[config.mk]
export PLATFORM = sky130hd
export DESIGN_NAME = console_tx_unit
export DESIGN_NICKNAME = d
export VERILOG_FILES = /design/src/rtl/console_tx_unit.sv
export SDC_FILE = /design/constraint.sdc
export NUM_CORES = 1
export LEC_CHECK = 0
export ABC_AREA = 1
export CORE_AREA = 2 2 202 204
export DETAILED_ROUTE_END_ITERATION = 10
export DIE_AREA = 0 0 204 206
export PLACE_DENSITY = 0.41
export SYNTH_ARGS = -nofsm -noshare
export SYNTH_HDL_FRONTEND = slang
export SYNTH_SLANG_ARGS = --single-unit
export TNS_END_PERCENT = 5
[constraint.sdc]
create_clock -name clk -period 5 [get_ports clk]
set_clock_uncertainty 0.1 [all_clocks]
set_input_delay 1 -clock clk [delete_from_list [all_inputs] [get_ports clk]]
set_output_delay 1 -clock clk [all_outputs]
set_load 0.01 [all_outputs]
[src/rtl/console_tx_unit.sv]
// Character FIFO feeding a start/data/stop serial transmitter.
// Accepts up to PUSH_LANES characters per cycle. Lane 0 sits in the MSBs and is sent first.
module console_tx_unit #(
  parameter int CHAR_W       = 7,
  parameter int DEPTH        = 16,
  parameter int PUSH_LANES   = 4,
  parameter int CLKS_PER_BIT = 4,
  parameter int STOP_BITS    = 1
) (
  input  logic                             clk,
  input  logic                             reset,
  input  logic                             push_valid,
  input  logic [PUSH_LANES*CHAR_W-1:0]     push_chars,
  input  logic [$clog2(PUSH_LANES+1)-1:0]  push_count,
  output logic                             push_ready,
  input  logic                             clear_ovf,
  output logic                             tx,
  output logic                             busy,
  output logic [$clog2(DEPTH+1)-1:0]       level,
  output logic                             overflow
);

  localparam int PTR_W    = $clog2(DEPTH);
  localparam int CNT_W    = $clog2(PUSH_LANES+1);
  localparam int LVL_W    = $clog2(DEPTH+1);
  localparam int BAUD_MAX = STOP_BITS * CLKS_PER_BIT;
  localparam int BAUD_W   = (BAUD_MAX > 1) ? $clog2(BAUD_MAX) : 1;
  localparam int BIT_W    = $clog2(CHAR_W);

  typedef enum logic [1:0] {IDLE, START, DATA, STOP} state_t;

  logic [CHAR_W-1:0] mem [DEPTH];
  logic [PTR_W-1:0]  wptr_reg, rptr_reg;
  logic [LVL_W-1:0]  level_reg, level_next, free_slots;
  logic [CNT_W-1:0]  cnt_eff;
  logic              push_req, push_acc, push_rej, pop;
  logic              overflow_reg, tx_reg, tx_next, busy_reg;
  state_t            state_reg, state_next;
  logic [BAUD_W-1:0] baud_reg, baud_next;
  logic [BIT_W-1:0]  bit_reg, bit_next;
  logic [CHAR_W-1:0] shift_reg, shift_next;

  logic [CHAR_W-1:0] lane      [PUSH_LANES];
  logic [PTR_W-1:0]  lane_addr [PUSH_LANES];
  logic              lane_we   [PUSH_LANES];

  // Oversized counts are clamped; room is judged on start-of-cycle occupancy only.
  assign cnt_eff    = (push_count > CNT_W'(PUSH_LANES)) ? CNT_W'(PUSH_LANES) : push_count;
  assign free_slots = LVL_W'(DEPTH) - level_reg;
  assign push_ready = free_slots >= LVL_W'(cnt_eff);
  assign push_req   = push_valid && (cnt_eff != '0);
  assign push_acc   = push_req && push_ready;
  assign push_rej   = push_req && !push_ready;

  genvar gi;
  generate
    for (gi = 0; gi < PUSH_LANES; gi++) begin : g_lane
      assign lane[gi]      = push_chars[(PUSH_LANES-gi)*CHAR_W-1 -: CHAR_W];
      assign lane_addr[gi] = wptr_reg + PTR_W'(gi);
      assign lane_we[gi]   = push_acc && (CNT_W'(gi) < cnt_eff);
    end
  endgenerate

  always_ff @(posedge clk) begin
    for (int i = 0; i < PUSH_LANES; i++) begin
      if (lane_we[i]) mem[lane_addr[i]] <= lane[i];
    end
  end

  // tx_next is the line value for the state being entered, keeping tx registered.
  always_comb begin
    state_next = state_reg;
    baud_next  = baud_reg;
    bit_next   = bit_reg;
    shift_next = shift_reg;
    tx_next    = tx_reg;
    pop        = 1'b0;
    case (state_reg)
      IDLE: begin
        tx_next = 1'b1;
        if (level_reg != '0) begin
          pop        = 1'b1;
          shift_next = mem[rptr_reg];
          state_next = START;
          baud_next  = '0;
          tx_next    = 1'b0;
        end
      end
      START: begin
        if (baud_reg == BAUD_W'(CLKS_PER_BIT-1)) begin
          state_next = DATA;
          baud_next  = '0;
          bit_next   = '0;
          tx_next    = shift_reg[0];
        end else begin
          baud_next = baud_reg + BAUD_W'(1);
        end
      end
      DATA: begin
        if (baud_reg == BAUD_W'(CLKS_PER_BIT-1)) begin
          baud_next = '0;
          if (bit_reg == BIT_W'(CHAR_W-1)) begin
            state_next = STOP;
            tx_next    = 1'b1;
          end else begin
            bit_next   = bit_reg + BIT_W'(1);
            shift_next = shift_reg >> 1;
            tx_next    = shift_reg[1];
          end
        end else begin
          baud_next = baud_reg + BAUD_W'(1);
        end
      end
      STOP: begin
        if (baud_reg == BAUD_W'(BAUD_MAX-1)) begin
          baud_next = '0;
          if (level_reg != '0) begin
            pop        = 1'b1;
            shift_next = mem[rptr_reg];
            state_next = START;
            tx_next    = 1'b0;
          end else begin
            state_next = IDLE;
            tx_next    = 1'b1;
          end
        end else begin
          baud_next = baud_reg + BAUD_W'(1);
        end
      end
      default: state_next = IDLE;
    endcase
  end

  assign level_next = level_reg + (push_acc ? LVL_W'(cnt_eff) : LVL_W'(0)) - LVL_W'(pop);

  always_ff @(posedge clk or posedge reset) begin
    if (reset) begin
      state_reg    <= IDLE;
      baud_reg     <= '0;
      bit_reg      <= '0;
      shift_reg    <= '0;
      tx_reg       <= 1'b1;
      busy_reg     <= 1'b0;
      wptr_reg     <= '0;
      rptr_reg     <= '0;
      level_reg    <= '0;
      overflow_reg <= 1'b0;
    end else begin
      state_reg <= state_next;
      baud_reg  <= baud_next;
      bit_reg   <= bit_next;
      shift_reg <= shift_next;
      tx_reg    <= tx_next;
      busy_reg  <= (state_next != IDLE) || (level_next != '0);
      wptr_reg  <= wptr_reg + (push_acc ? PTR_W'(cnt_eff) : PTR_W'(0));
      rptr_reg  <= rptr_reg + PTR_W'(pop);
      level_reg <= level_next;
      if (push_rej)       overflow_reg <= 1'b1;
      else if (clear_ovf) overflow_reg <= 1'b0;
    end
  end

  assign tx       = tx_reg;
  assign busy     = busy_reg;
  assign level    = level_reg;
  assign overflow = overflow_reg;

endmodule

==> results of run 1 <==
==> worst reg2reg max path, delay by kind of cell (launching register included) <==
family,cells,cell delay (ns)
AND/OR/NAND/NOR,6,0.91
buffers and inverters,4,0.86
adder cells (fa/ha/maj),2,0.52
flip-flops,1,0.41
AO/OA/AOI/OAI,1,0.32
XOR/XNOR,1,0.13
==> cell usage after synthesis (2+ instances only) <==
master     number
o31ai_1         2
edfxtp_1      112
buf_1           8
a31oi_1         2
nand3_1       250
nand4_1       121
nand3_2         6
nor3_2          2
clkbuf_1       79
xnor2_1         4
dfrtp_1        29
clkinv_1        3
inv_2          13
xor2_1          6
o22ai_1         7
ha_1           27
o2111ai_1       9
buf_6           4
nor3_1          3
nor2_1        262
o21ai_1         4
buf_2          26
inv_1          91
nand2_1       451
fa_1            2
nor2_2         11
o21ai_0        84
buf_4           3
a21oi_1        22
o211ai_1       19
nor2_4          7
nor3_4          6
==> worst min-delay path by stage <==
stage,depth (start not counted),endpoint,start
after floorplan,2,shift_reg[6]$_DFFE_PP0P_,shift_reg[6]$_DFFE_PP0P_
after global placement,2,shift_reg[6]$_DFFE_PP0P_,shift_reg[6]$_DFFE_PP0P_
after detailed placement,2,shift_reg[6]$_DFFE_PP0P_,shift_reg[6]$_DFFE_PP0P_
after CTS,2,shift_reg[6]$_DFFE_PP0P_,shift_reg[6]$_DFFE_PP0P_
after global routing,2,shift_reg[6]$_DFFE_PP0P_,shift_reg[6]$_DFFE_PP0P_
final,2,shift_reg[6]$_DFFE_PP0P_,shift_reg[6]$_DFFE_PP0P_
==> layout by cell type, fill, tap and decap left out, drive strengths merged, types with 6 or more instances in the layout <==
cell type        n
dfrtp           29
clkdlybuf4s50   43
o21ai           88
o22ai            7
buf             50
clkinv           6
ha              27
o2111ai          9
xor2             6
a21oi           22
o211ai          19
nor2           281
nand4          121
inv            112
clkbuf          17
nand3          256
nand2          452
edfxtp         112
nor3            11
==> power breakdown <==
part	internal, mW	switching [mW]
sequential	1.74	0.262
combinational	1.05	2.69
clock	0.804	0.599
==> through the flow <==
step / worst slack (ns) / cells
2_1_floorplan: 0.805 / 1683
3_3_place_gp: 0.498 / 2188
3_5_place_dp: 0.485 / 2188
4_1_cts: 0.783 / 2220
5_1_grt: 0.643 / 2220
6_report: 0.811 / 2221
==> layer usage <==
metal  track usage  vias up  wire length, um
met3        0.0497       87             3920
met5             0        -                0
met4        0.0839        0             1490
met1         0.348     5531            23500
met2         0.356      475            21100
li1              -     5698                -
==> layout make-up <==
type | instances | area (um2)
flip-flops and latches | 142 | 4120
diodes | 1 | 2.50
clock buffers | 17 | 425
inverters | 107 | 402
multi-input cells | 1314 | 6410
fillers | 4366 | 27100
well taps | 532 | 666
repair buffers | 93 | 818
clock inverters | 15 | 198
==> cell families (layout without fill, tap and decap cells) <==
| kind of cell | Yosys count | after routing | share of synthesized area |
|---|---|---|---|
| xor gates and xnor gates | 10 | 10 | 0.00765 |
| DFF | 142 | 142 | 0.359 |
| other | 0 | 1 | 0 |
| and+or+nand+nor | 1121 | 1121 | 0.442 |
| AOI/OAI and AO/OA | 154 | 154 | 0.0774 |
| buffers and inverters | 227 | 232 | 0.0809 |
| adders and majority gates | 29 | 29 | 0.0330 |
==> results.yml, run 1 <==
outcome:
  status: "completed"
timing:
  finalHoldViolations: 0
  finalSetupViolCount: 0
  rsz0062_at_grt: "no"
  holdWs_ns: 0.375
  finalMaxSlewViolations: 0
  fin_crit_sh: 0.838
  fin_tns_setup_ns: 0
  slew_headroom: 0.138
  period_minus_slack_ns: 4.19
  worst_slew_pin_slew_ns: 1.29
  max_freq_ghz: 0.239
setup_path:
  r2r-start: "level[0]$_DFF_PP0_"
  arrival_ns: 3.09
  reg2reg_slack_ns: 1.46
  max_stage_delay_ns: 0.50
  worstPathCellList: "clkdlybuf4s50_1, inv_2, nand2_1, nand2_1, nand2_1, inv_1, ha_1, inv_1, nand2_1, nand2_1, nand2_1, nor2_1, inv_1, clkdlybuf4s50_1"
  crit_type: "in -> out"
  worst-path-buf-inv: 6
  path_depth: 14
  crit_path_top_delay_cell: "clkdlybuf4s50_1"
  worst-path-max-fanout: 3
  critPathTopFamily: "buffers and inverters"
  critPathCapture: "push_ready"
  start_kind: "input port"
  crit_start: "push_count[1]"
  required_ns: 3.90
  rr_endpoint: "mem[3][0]$_DFFE_PP_"
  r2r_cells: 14
  crit_top_cell: "nand2_1"
  crit_path_end_kind: "output pin"
floorplanning:
  start_util: 0.285
  die_area_um2: 42000
  core_area_um2: 40200
  rows: 74
  die_x_um: 204
  die_y_um: 206
  pin_count: 44
logic_synthesis:
  synth.largest_area_cell: "edfxtp_1"
  netlist_area_um2: 11400
  synthArstFlopShare: 0.211
  ys_seq_elements: 142
  synth_seq_area_share: 0.359
  synth-main-ff-cell: "edfxtp_1"
  synthDistinctLibCells: 40
  avgSynthCellArea_um2: 6.80
  synth_edf_count: 112
  synth.top_cell.area_share: 0.294
  synth.area.top_cells: "edfxtp_1 29%, nand2_1 15%, nand3_1 11%, nor2_1 8.6%, nand4_1 6.6%"
  syn-num-nets: 1747
  syn-instance-count: 1683
  synth_warnings: 0
run:
  drv_cap: 0
clock_tree:
  cts_tree: "built"
  cts.sinks: 142
  path_clk_slew_ns: 0.06
  htree_levels: 4
  clockBufferDepth: 2
  ctsResizeCount: 0
  cts_buffers: 17
  cts_root_buffer: "clkbuf_16"
  post_cts_buffers: 0
  postCtsHoldBufs: 0
  insertion_delay_ns: 0.46
drt:
  drt-total-wl_um: 50000
  ant_nets: 0
  viasPerCell: 5.31
  routedWlPerCell_um: 22.5
  num_vias: 11791
  drt_iter0_drc: 1715
  drc: 0
  drt_pass1_iterations: 6
finish:
  fin_util: 0.325
  nets: 1739
  postLayoutCellArea_um2: 13000
  largest_reg_flops: 112
  drive_gt1_frac: 0.0776
  area_delta_synth_final_pct: 13.9
grt:
  grt_pass1_wl_um: 73800
  grt_max_degree: 151
  grt_usage: 0.241
  overflow: 0
  grt_pass1_vias: 10787
  antenna_found_initial: 0
placement:
  place_hpwl_um: 36000
  gp_congestion: 0.894
  dpl_cell_area_um2: 12400
  port-buffer-count: 43
power:
  ir_drop_uv: 367
  p_leak_nw: 5.58
  p_per_area_nw_per_um2: 548
  power_mw: 7.15
worst_hold_path:
  min_path_type: "reg -> reg"
(Power assumes the default switching activity.)
==> run 2: changes to the inputs <==
- PLACE_DENSITY: 0.41 -> 0.42
- clock period: 5 -> 3.6 ns (I/O delays scaled with it)
==> results.yml, run 2 (same netlist as run 1, synthesis figures left out) <==
timing:
  max_freq_ghz: 0.298
  fin_tns_setup_ns: 0
  slew_headroom: 0.224
  fin_crit_sh: 0.932
  finalSetupViolCount: 0
  worst_slew_pin_slew_ns: 1.16
  rsz0062_at_grt: "no"
  period_minus_slack_ns: 3.36
  finalHoldViolations: 0
  finalMaxSlewViolations: 0
power:
  p_leak_nw: 6.18
  combPwrFrac: 0.558
  p_int_mw: 5.37
  switching_power_mw: 4.99
  ir_drop_uv: 425
  p_clk_frac: 0.181
  p_per_area_nw_per_um2: 733
  seqPwrFrac: 0.261
  swShare: 0.482
setup_path:
  crit_type: "reg -> out"
  required_ns: 2.78
  worst-path-max-fanout: 4
  crit_top_cell: "inv_1"
  arrival_ns: 2.54
  max_stage_delay_ns: 0.48
  crit_path_end_kind: "output pin"
  reg2reg_slack_ns: 0.28
  crit_path_top_delay_cell: "clkdlybuf4s50_1"
  worstPathCellList: "inv_1, ha_1, xnor2_1, ha_1, nand2_1, inv_1, nor2_1, nand2_1, nor2_2, inv_1, clkdlybuf4s50_1"
  start_kind: "flip-flop"
floorplanning:
  rows: 74
  die_y_um: 206
  die_x_um: 204
  die_area_um2: 42000
  pin_count: 44
  start_util: 0.285
  core_area_um2: 40200
drt:
  viasPerCell: 5.17
  ant_nets: 0
  drt-total-wl_um: 48500
  num_vias: 12078
  wl_met2_um: 20800
  met3_length_um: 3720
  routedWlPerCell_um: 20.8
  m1WireLength_um: 23000
  drc: 0
  drt_pass1_iterations: 6
  drt_iter0_drc: 1624
  top_layer: "met4"
clock_tree:
  clockBufferDepth: 2
  path_clk_slew_ns: 0.07
  cts_root_buffer: "clkbuf_16"
  cts_tree: "built"
  cts_buffers: 17
  postCtsHoldBufs: 0
  insertion_delay_ns: 0.44
  cts.sinks: 142
  htree_levels: 4
worst_hold_path:
  min_path_type: "reg -> reg"
grt:
  grt_max_degree: 86
  grt_pass1_wl_um: 73100
  grt_pass1_vias: 11209
  grt_usage: 0.236
  overflow: 0
  antenna_found_initial: 0
finish:
  num-fill-cells: 4331
  instances_no_fill: 2334
  largest_reg_flops: 112
  postLayoutCellArea_um2: 14100
  final_common_cell: "nand2_1"
  layout_common_cells: "449 x nand2_1, 260 x nor2_1, 249 x nand3_1"
  nets: 1851
  drive_gt1_frac: 0.141
  area_delta_synth_final_pct: 23.6
placement:
  port-buffer-count: 43
  placed_cells: 2300
  gp_congestion: 0.924
  place_hpwl_um: 36200
  dpl_cell_area_um2: 13500
outcome:
  status: "completed"
run:
  drv_cap: 0
-- run 2: power by group through the flow --
stage	clock (mW)	combinational [mW]	sequential [mW]
5_1_grt	1.98	6.43	2.76
6_report	1.87	5.79	2.71
3_5_place_dp	0	5.75	2.74
4_1_cts	1.91	5.77	2.71
2_1_floorplan	0	3.56	2.61
3_3_place_gp	0	5.73	2.74
-- run 2: area by class of cell --
class | count | area (um2) | share of cell area
diodes | 2 | 5.00 | 0.000354
clock buffers | 17 | 425 | 0.0301
clock inverters | 15 | 171 | 0.0121
inverters | 107 | 409 | 0.0289
multi-input cells | 1314 | 6440 | 0.455
flip-flops and latches | 142 | 4120 | 0.291
well taps | 532 | 666 | 0.0471
repair buffers | 205 | 1910 | 0.135
-- run 2: metal layers --
metal	GRT usage	up-vias
met5	0	-
met4	0.0686	0
met3	0.0437	65
met2	0.353	483
met1	0.344	5601
li1	-	5929
-- run 2: final timing paths --
check / start / end / depth (start not counted)
max: level[1]$_DFF_PP0_ / push_ready / 11
max reg2reg: level[1]$_DFF_PP0_ / busy$_DFF_PP0_ / 22
min reg2reg: shift_reg[6]$_DFFE_PP0P_ / shift_reg[6]$_DFFE_PP0P_ / 2
min: shift_reg[6]$_DFFE_PP0P_ / shift_reg[6]$_DFFE_PP0P_ / 2
max in group asynchronous: reset / tx$_DFFE_PP1P_ / 3
min in group asynchronous: reset / wptr_reg[0]$_DFF_PP0_ / 3
-- run 2: critical path, delay by kind of cell (launching register included) --
kind	cells	cell delay [ns]
AND/OR/NAND/NOR	4	0.37
adder cells (fa/ha/maj)	2	0.47
XOR/XNOR	1	0.14
buffers and inverters	4	0.71
flip-flops	1	0.40
-- run 2: what timing repair did --
| action | 4_1_cts | 5_1_grt |
|---|---|---|
| setup buffers | 0 | 0 |
| setup endpoints to repair | 2 | 2 |
| gates resized for setup | 1 | 5 |
| pin swaps | 0 | 1 |
| cloned | 0 | 0 |
-- run 2: stage by stage --
stage | worst slack (ns) | utilization | hold WS, ns | power [mW]
after floorplan | 0.0000557 | - | 0.344 | 6.17
after global placement | -0.417 | 0.337 | 0.360 | 8.48
after detailed placement | -0.464 | 0.337 | 0.360 | 8.50
after CTS | 0.0811 | 0.352 | 0.379 | 10.4
after global routing | 0.0186 | 0.352 | 0.419 | 11.2
final | 0.245 | 0.352 | 0.377 | 10.4
==> edit (config.mk and constraints of run 1) <==
Take the reset off `shift_reg` and load it in a clocked block of its own.
--- a/src/rtl/console_tx_unit.sv
+++ b/src/rtl/console_tx_unit.sv
@@ -139,5 +139,4 @@
       baud_reg     <= '0;
       bit_reg      <= '0;
-      shift_reg    <= '0;
       tx_reg       <= 1'b1;
       busy_reg     <= 1'b0;
@@ -150,5 +149,4 @@
       baud_reg  <= baud_next;
       bit_reg   <= bit_next;
-      shift_reg <= shift_next;
       tx_reg    <= tx_next;
       busy_reg  <= (state_next != IDLE) || (level_next != '0);
@@ -161,4 +159,8 @@
   end
 
+  always_ff @(posedge clk) begin
+    shift_reg <= shift_next;
+  end
+
   assign tx       = tx_reg;
   assign busy     = busy_reg;
Function: same outputs for any inputs over 4 cycles, from zero or initial values and one cycle with reset high; that may be too few to reach the edited logic, so the function may still have changed.
==> edit against run 1 <==
  * Synthesized area is 0.61% lower
  * Total power is 2.1% lower
  * Routed wire length is 0.22% higher
  * Sequential power hardly changed
  * Final cell count is 0.90% higher
  * Core utilization is 0.44 points lower
  * Final area is 1.4% lower
  * Sequential share of layout area is 0.71 points higher
  * Sequential cell count stayed put
  * Worst setup slack worse by 0.068 ns
  * Critical path type unchanged
  * Critical endpoint unchanged
  * Largest power group unchanged
==> edit: results <==
[power]
p_sw_frac = 0.501
peakVddDrop_uv = 266
leakage_nw = 5.60

[worst_setup_path]
reg2reg_slack_ns = 1.28
path_max_fanout = 4
r2r-start = "level[1]"
max_stage_delay_ns = 0.53
critPathArrivalTime_ns = 3.16
cp-startpoint = "push_count[2]"
r2r_cells = 19
r2r-end = "busy"

[global_route]
grtUsageMet2 = 0.408
grt_pass1_vias = 11000
grt_pass1_wl_mm = 74.0
grt_util_met1 = 0.325
grt_usage = 0.244
grt_use_met3 = 0.0372

[finish]
multiInputCombCellCount = 1350
clock_cell_area_share = 0.0439
inverters = 92
drive_gt1_frac = 0.0685
largest_reg_flops = 112
buffer_area_frac = 0.0630
area.sequential_um2 = 4150
clock_buffers = 19
nets = 1759
n_all_buffers = 92
multi_input_area_share = 0.492

[min_path]
hp-start = "baud_reg[0]"
holdPathEnd = "baud_reg[0]"

[synthesis]
synth_compound_area_frac = 0.0744
synth_fa_ha_area_frac = 0.0332
synth_cell_types = 41
synthTopCellsByCount = "518 x nand2_1, 327 x nor2_1, 269 x nand3_1"
ys_top_cells_by_area = "edfxtp_1 31%, nand2_1 17%, nand3_1 12%"
synth-xor-area-share = 0.00770
yosysSeqAreaShare = 0.365

[placement]
place.gp.congestion = 0.889
hpwl_mm = 33.4

[detailed_routing]
dr_wl_met2_mm = 23.8
met1_length_mm = 22.2
drt_wl_total_mm = 50.1
drt_iter0_markers = 1322
wl_met3_mm = 2.99
vias = 11700

[timing]
relSlewSlack = 0.157
hold_slack_ns = 0.385

[status]
status = "finished clean"
-- edit: worst register-to-register path, delay by kind of cell, from the launching register on --
kind	cells	cell delay (ns)
adders and majority gates	5	1.66
xor gates and xnor gates	1	0.21
buffers and inverters	4	0.45
DFF	1	0.38
AOI/OAI and AO/OA	1	0.14
and+or+nand+nor	8	0.64
-- edit: metrics by stage --
step / setup slack [ns] / power [mW] / instance area, µm² / instances / utilization
2_1_floorplan: 0.881 / 4.32 / 11400 / 1705 / -
3_5_place_dp: 0.478 / 5.71 / 12300 / 2208 / 0.306
6_report: 0.743 / 7.00 / 12900 / 2241 / 0.320
3_3_place_gp: 0.532 / 5.73 / 12300 / 2208 / 0.306
4_1_cts: 0.728 / 7.00 / 12900 / 2240 / 0.320
5_1_grt: 0.564 / 7.48 / 12900 / 2240 / 0.320
